==> src/rtl/tick_scheduler_pkg.sv <==
// Shared types and constants for the tick scheduler and its round-robin arbiter.
package tick_sched_pkg;

   typedef enum logic [1:0] {
      S_IDLE = 2'd0,
      S_LOAD = 2'd1,
      S_RUN  = 2'd2,
      S_DONE = 2'd3
   } sched_state_t;

   // A zero period would stall the generator; the shortest usable period is one clock.
   localparam int TICKS_MIN = 1;

endpackage

==> src/rtl/tick_scheduler_rr_arbiter.sv <==
// Rotating-priority arbiter: picks the first asserted request at or after ptr,
// wrapping modulo NREQ. Purely combinational.
module rr_arbiter
   import tick_sched_pkg::*;
#(
   parameter int NREQ = 4,
   parameter int PW   = $clog2(NREQ)
) (
   input  logic [NREQ-1:0] req,
   input  logic [PW-1:0]   ptr,
   output logic [NREQ-1:0] gnt,
   output logic [PW-1:0]   idx,
   output logic            valid
);

   // Walk the requesters starting at ptr and keep the first one found.
   always_comb begin
      int j;
      j     = 0;
      gnt   = '0;
      idx   = '0;
      valid = 1'b0;
      for (int i = 0; i < NREQ; i++) begin
         j = int'(ptr) + i;
         if (j >= NREQ) begin
            j = j - NREQ;
         end
         if (!valid && req[j]) begin
            valid  = 1'b1;
            idx    = PW'(j);
            gnt[j] = 1'b1;
         end
      end
   end

endmodule

==> src/rtl/tick_scheduler.sv <==
// Time-shares one external pulse generator among NREQ requesters. The winner's
// period is loaded into the generator, its pulses are forwarded on tick_out and
// counted, and the owner gets a one-cycle done pulse when its burst completes.
//
//  state  | meaning
//  -------+-----------------------------------------------------------------
//  S_IDLE | generator held in reset; arbitrate and latch winner's ticks/count
//  S_LOAD | grant shown, pg_ticks valid, generator still in reset (1 cycle)
//  S_RUN  | generator enabled; count its pulses down to the last one
//  S_DONE | done pulse to owner, generator back in reset (1 cycle)
module tick_scheduler
   import tick_sched_pkg::*;
#(
   parameter int NREQ = 4,
   parameter int N    = 8,
   parameter int C    = 8
) (
   input  logic              clk,
   input  logic              rst,
   input  logic [NREQ-1:0]   req,
   input  logic [NREQ*N-1:0] req_ticks,
   input  logic [NREQ*C-1:0] req_count,
   output logic [NREQ-1:0]   grant,
   output logic [NREQ-1:0]   done,
   output logic              busy,
   output logic              tick_out,
   output logic              pg_rst,
   output logic              pg_ena,
   output logic [N-1:0]      pg_ticks,
   input  logic              pg_out
);

   localparam int PW = $clog2(NREQ);

   sched_state_t    state_q, state_d;
   logic [PW-1:0]   ptr_q, ptr_d;
   logic [PW-1:0]   id_q, id_d;
   logic [N-1:0]    ticks_q, ticks_d;
   logic [C-1:0]    remaining_q, remaining_d;

   logic [NREQ-1:0] arb_gnt;
   logic [PW-1:0]   arb_idx;
   logic            arb_valid;

   logic [N-1:0]    sel_ticks;
   logic [C-1:0]    sel_count;
   logic [PW-1:0]   next_ptr;
   logic            abort;

   logic [NREQ-1:0] own_oh;
   logic [NREQ-1:0] grant_d, done_d;
   logic            busy_d, pg_ena_d, pg_rst_d;

   rr_arbiter #(
      .NREQ (NREQ),
      .PW   (PW)
   ) u_arb (
      .req   (req),
      .ptr   (ptr_q),
      .gnt   (arb_gnt),
      .idx   (arb_idx),
      .valid (arb_valid)
   );

   assign sel_ticks = req_ticks[int'(arb_idx)*N +: N];
   assign sel_count = req_count[int'(arb_idx)*C +: C];
   assign next_ptr  = (int'(id_q) == NREQ-1) ? '0 : id_q + 1'b1;
   assign abort     = !req[id_q];

   // Next-state logic: arbitration in IDLE, abort on dropped request, pulse counting in RUN.
   always_comb begin
      state_d     = state_q;
      ptr_d       = ptr_q;
      id_d        = id_q;
      ticks_d     = ticks_q;
      remaining_d = remaining_q;
      unique case (state_q)
         S_IDLE: begin
            if (arb_valid) begin
               state_d     = S_LOAD;
               id_d        = arb_idx;
               ticks_d     = (sel_ticks == '0) ? N'(TICKS_MIN) : sel_ticks;
               remaining_d = sel_count;
            end
         end
         S_LOAD: begin
            if (abort) begin
               state_d = S_IDLE;
               ptr_d   = next_ptr;
            end else if (remaining_q == '0) begin
               state_d = S_DONE;
            end else begin
               state_d = S_RUN;
            end
         end
         S_RUN: begin
            if (abort) begin
               state_d = S_IDLE;
               ptr_d   = next_ptr;
            end else if (pg_out) begin
               remaining_d = remaining_q - 1'b1;
               if (remaining_q == C'(1)) begin
                  state_d = S_DONE;
               end
            end
         end
         S_DONE: begin
            state_d = S_IDLE;
            ptr_d   = next_ptr;
         end
         default: begin
            state_d = S_IDLE;
         end
      endcase
   end

   // Owner one-hot for the cycle being entered; in IDLE the winner is not latched yet.
   always_comb begin
      own_oh = '0;
      if (state_q == S_IDLE) begin
         own_oh = arb_gnt;
      end else begin
         own_oh[id_q] = 1'b1;
      end
   end

   // Outputs are decoded from the next state so they can be registered without lag.
   always_comb begin
      busy_d   = (state_d != S_IDLE);
      pg_ena_d = (state_d == S_RUN);
      pg_rst_d = (state_d != S_RUN);
      grant_d  = busy_d ? own_oh : '0;
      done_d   = (state_d == S_DONE) ? own_oh : '0;
   end

   // FSM state, round-robin pointer and latched request fields.
   always_ff @(posedge clk or negedge rst) begin
      if (!rst) begin
         state_q     <= S_IDLE;
         ptr_q       <= '0;
         id_q        <= '0;
         ticks_q     <= '0;
         remaining_q <= '0;
      end else begin
         state_q     <= state_d;
         ptr_q       <= ptr_d;
         id_q        <= id_d;
         ticks_q     <= ticks_d;
         remaining_q <= remaining_d;
      end
   end

   // Registered outputs toward the requesters and the generator.
   always_ff @(posedge clk or negedge rst) begin
      if (!rst) begin
         grant  <= '0;
         done   <= '0;
         busy   <= 1'b0;
         pg_ena <= 1'b0;
         pg_rst <= 1'b1;
      end else begin
         grant  <= grant_d;
         done   <= done_d;
         busy   <= busy_d;
         pg_ena <= pg_ena_d;
         pg_rst <= pg_rst_d;
      end
   end

   // The latched, saturated period is the generator's period; it only changes in IDLE.
   assign pg_ticks = ticks_q;

   // Only path that is not registered: a generator pulse is visible in the cycle it occurs.
   assign tick_out = pg_out & (state_q == S_RUN);

endmodule
==> config.mk <==
export PLATFORM = sky130hd
export DESIGN_NAME = tick_scheduler
export DESIGN_NICKNAME = d
export VERILOG_FILES = /design/src/rtl/tick_scheduler_pkg.sv /design/src/rtl/tick_scheduler_rr_arbiter.sv /design/src/rtl/tick_scheduler.sv
export SDC_FILE = /design/constraint.sdc
export NUM_CORES = 1
export LEC_CHECK = 0
export BUFFER_PORTS_ARGS = -buffer_cell sky130_fd_sc_hd__buf_4
export CELL_PAD_IN_SITES_DETAIL_PLACEMENT = 0
export CELL_PAD_IN_SITES_GLOBAL_PLACEMENT = 1
export CORE_MARGIN = 8
export CORE_UTILIZATION = 40
export CTS_CLUSTER_DIAMETER = 120
export CTS_CLUSTER_SIZE = 24
export DETAILED_ROUTE_END_ITERATION = 10
export GPL_TIMING_DRIVEN = 0
export PLACE_DENSITY_LB_ADDON = 0.1
export RECOVER_POWER = 100
export SYNTH_ARGS = -nofsm -noshare
export SYNTH_HDL_FRONTEND = slang
export SYNTH_SLANG_ARGS = --single-unit
==> constraint.sdc <==
create_clock -name clk -period 7.05 [get_ports clk]
set_input_delay 1.0575 -clock clk [delete_from_list [all_inputs] [get_ports clk]]
set_output_delay 1.0575 -clock clk [all_outputs]
set_load 0.02 [all_outputs]
==> flow_metrics.tcl <==
set metrics [dict create \
    cts_tree "yes" \
    mostFrequentLayoutCell "buf_4" \
    crit_slowest_cell "o311ai_0" \
    syn_area_sq_um 2900 \
    dr.pass1.iters 4 \
    wire_per_inst_um 15.9 \
    required_ps 7250 \
    multi_input_area_sq_um 1890 \
    ctsResizeCount 0 \
    die_area_sq_um 10200 \
    violations "max-capacitance violations, max-slew violations" \
    overflow 0 \
    drive_gt1_frac 0.218 \
    maxSlewHeadroom -0.262 \
    finalPower_w 0.00180 \
    cts-root-buf "clkbuf_8" \
    vias 2873 \
    cp.arrival_ps 4940 \
    run_status "finished with violations" \
    cts_inserted_buffers 5 \
    finalHoldViolCount 0 \
    placed_cells 527 \
    globalRouteTotalUtil 0.170 \
    ys_types 55 \
    postSynthAreaPerCell_sq_um 8.58 \
    peakVddDrop_v 0.000210 \
    rrSetupSlack_ps 2310 \
    die_h_um 101 \
    crit_start "ptr_q[0]" \
    critPathTopFamily "buffers and inverters" \
    grt_start_max_net_pins 34 \
    io-pin-count 91 \
    r2r_cells 13 \
    fin_crit_sh 0.673 \
    ys_seq_area_frac 0.285 \
    hold_ws_ps 494 \
    fmax_mhz 211 \
    grt_pass1_wl_um 14200 \
    htree_levels 2 \
    hold_buffers 0 \
    final_cell_mix "68 x buf_4, 39 x clkbuf_1, 38 x nand2_1" \
    timing.setup.tns_ps 0 \
    clock_latency_ps 290 \
    criticalPathCategory "reg2reg" \
    clkSinkCount 33 \
    drtIter0Drc 76 \
    fp.dieW_um 101 \
    via_per_inst 5.37 \
    drc_errors 0 \
    p_leak_nw 1.64 \
    worst_pin_slew_ps 1890 \
    cp_max_fo 10 \
    dp_hpwl_um 6710 \
    synth_edf_count 0 \
    grt_pass1_vias 2958 \
    antenna_cells 0 \
    io_buffers 90 \
    ant_nets 0 \
    clk_path_buf_depth 2 \
    gp_congestion 0.830 \
    reg2reg_from "ptr_q[0]" \
    async_reset_ff_frac 1.00 \
    syn_nets 426 \
    wl_um 8500 \
    setup_viol 0 \
    final-seq-area_sq_um 827 \
    worstPathCellList "clkbuf_1 -> clkbuf_1 -> inv_1 -> ha_1 -> clkbuf_1 -> nor3b_1 -> a211oi_1 -> nand3_1 -> nor2_1 -> mux2_1 -> o311ai_0 -> nand4_1 -> o31ai_2" \
    min_period_ps 4740 \
    cts.repair_timing.setup_buffer_count 0 \
    path_buf_inv 4 \
    rows 31 \
    fp.coreArea_sq_um 7140 \
    synthCells 338 \
    rsz0062_at_grt "false" \
    antenna_found_initial 0 \
    start_util 0.406 \
    r2r-end "pg_ticks[0]" \
    endpoint_kind "flop" \
    slowest_delay_ps 660 \
    hp-class "reg2reg" \
    finalMaxSlewViolations 34 \
    ys.flop_type "dfrtp_1" \
    fin_skew_ps 9.67 \
    ys_ff_latch 33 \
    yosysWarningCount 0 \
    clk_pin_slew_worst_paths_ps 80 \
    stdcell_count 535 \
    cp-endpoint "pg_ticks[0]" \
    power_density_nw_per_um2 487 \
    max_cap_violations 1 \
    final_nets 523 \
    startpoint_type "flop" \
    path_depth 13 \
    syn2layout_area_growth_pct 27.2 \
    crit_top_cell "clkbuf_1" \
    fillers 756 \
]
[through the flow]
step           instance area [sq um]  utilization  setup slack (ps)
2_1_floorplan                   2900            -              3570
3_3_place_gp                    3700        0.518              2870
3_5_place_dp                    3700        0.518              2880
4_1_cts                         3790        0.531              2860
5_1_grt                         3690        0.517              2020
6_report                        3690        0.517              2310
[area by class of cell]
cell class / instances / area share
Clock inverter: 3 / 0.00475
Inverter: 16 / 0.0163
Clock buffer: 5 / 0.0187
Timing Repair Buffer: 90 / 0.161
Tap cell: 99 / 0.0336
Buffer: 23 / 0.0305
Multi-Input combinational cell: 266 / 0.511
Sequential cell: 33 / 0.224
[synth_stat cells, drive strengths merged (4+ instances only)]
cell | instances | area, sq um
mux2i | 16 | 160
nand2b | 9 | 56.3
a211oi | 11 | 87.6
buf | 10 | 68.8
nor3 | 5 | 25.0
nor2 | 22 | 82.6
dfrtp | 32 | 801
o21ai | 21 | 105
o22ai | 4 | 25.0
nand3 | 4 | 20.0
ha | 17 | 213
a21oi | 21 | 105
a211o | 4 | 35.0
inv | 16 | 60.1
nor2b | 7 | 43.8
and3 | 4 | 25.0
or3 | 4 | 25.0
a221oi | 7 | 61.3
nand2 | 38 | 143
clkbuf | 13 | 48.8
and2 | 6 | 37.5
mux2 | 17 | 199
a22oi | 6 | 45.0
[flip-flops by register name, summed over array words and instances (netlist names)]
name / count
busy: 1
done: 4
grant: 4
id_q: 2
pg_ena: 1
pg_rst: 1
pg_ticks: 8
ptr_q: 2
remaining_q: 8
state_q: 2
[where the power goes]
| group | switching [W] | internal, W | total, W |
|---|---|---|---|
| clock network | 0.0000734 | 0.0000681 | 0.000142 |
| logic | 0.000775 | 0.000525 | 0.00130 |
| registers | 0.0000720 | 0.000282 | 0.000354 |
| total | 0.000920 | 0.000876 | 0.00180 |
[worst min path at each step]
stage | startpoint | endpoint | slack (ps) | cells after the start
finish | pg_ticks[6] | pg_ticks[6] | 490 | 2
global route | pg_ticks[5] | pg_ticks[5] | 510 | 1
CTS | pg_ticks[6] | pg_ticks[6] | 500 | 2
detailed placement | pg_ticks[3] | pg_ticks[3] | 480 | 2
global placement | pg_ticks[4] | pg_ticks[4] | 470 | 2
floorplan | remaining_q[6] | remaining_q[6] | 500 | 1
[logic make-up after synthesis]
| family | synth area share |
|---|---|
| AOI/OAI and AO/OA | 0.239 |
| and+or+nand+nor | 0.194 |
| DFF | 0.285 |
| muxes | 0.147 |
| adders and majority gates | 0.0733 |
| buffers and inverters | 0.0613 |
[layer usage]
metal,up-vias,share of wire,global-route usage
met4,0,0.0079,0.0367
li1,1438,-,-
met2,85,0.47,0.286
met1,1343,0.44,0.206
met3,7,0.078,0.0570
met5,-,0,0
[worst register-to-register path: stages, from the launching register on]
cell	delay [ps]
dfrtp_1	540
clkbuf_1	370
clkbuf_1	370
inv_1	250
ha_1	380
clkbuf_1	340
nor3b_1	110
a211oi_1	330
nand3_1	130
nor2_1	420
mux2_1	360
o311ai_0	660
nand4_1	200
o31ai_2	210
Power figures use the tool's default switching activity.
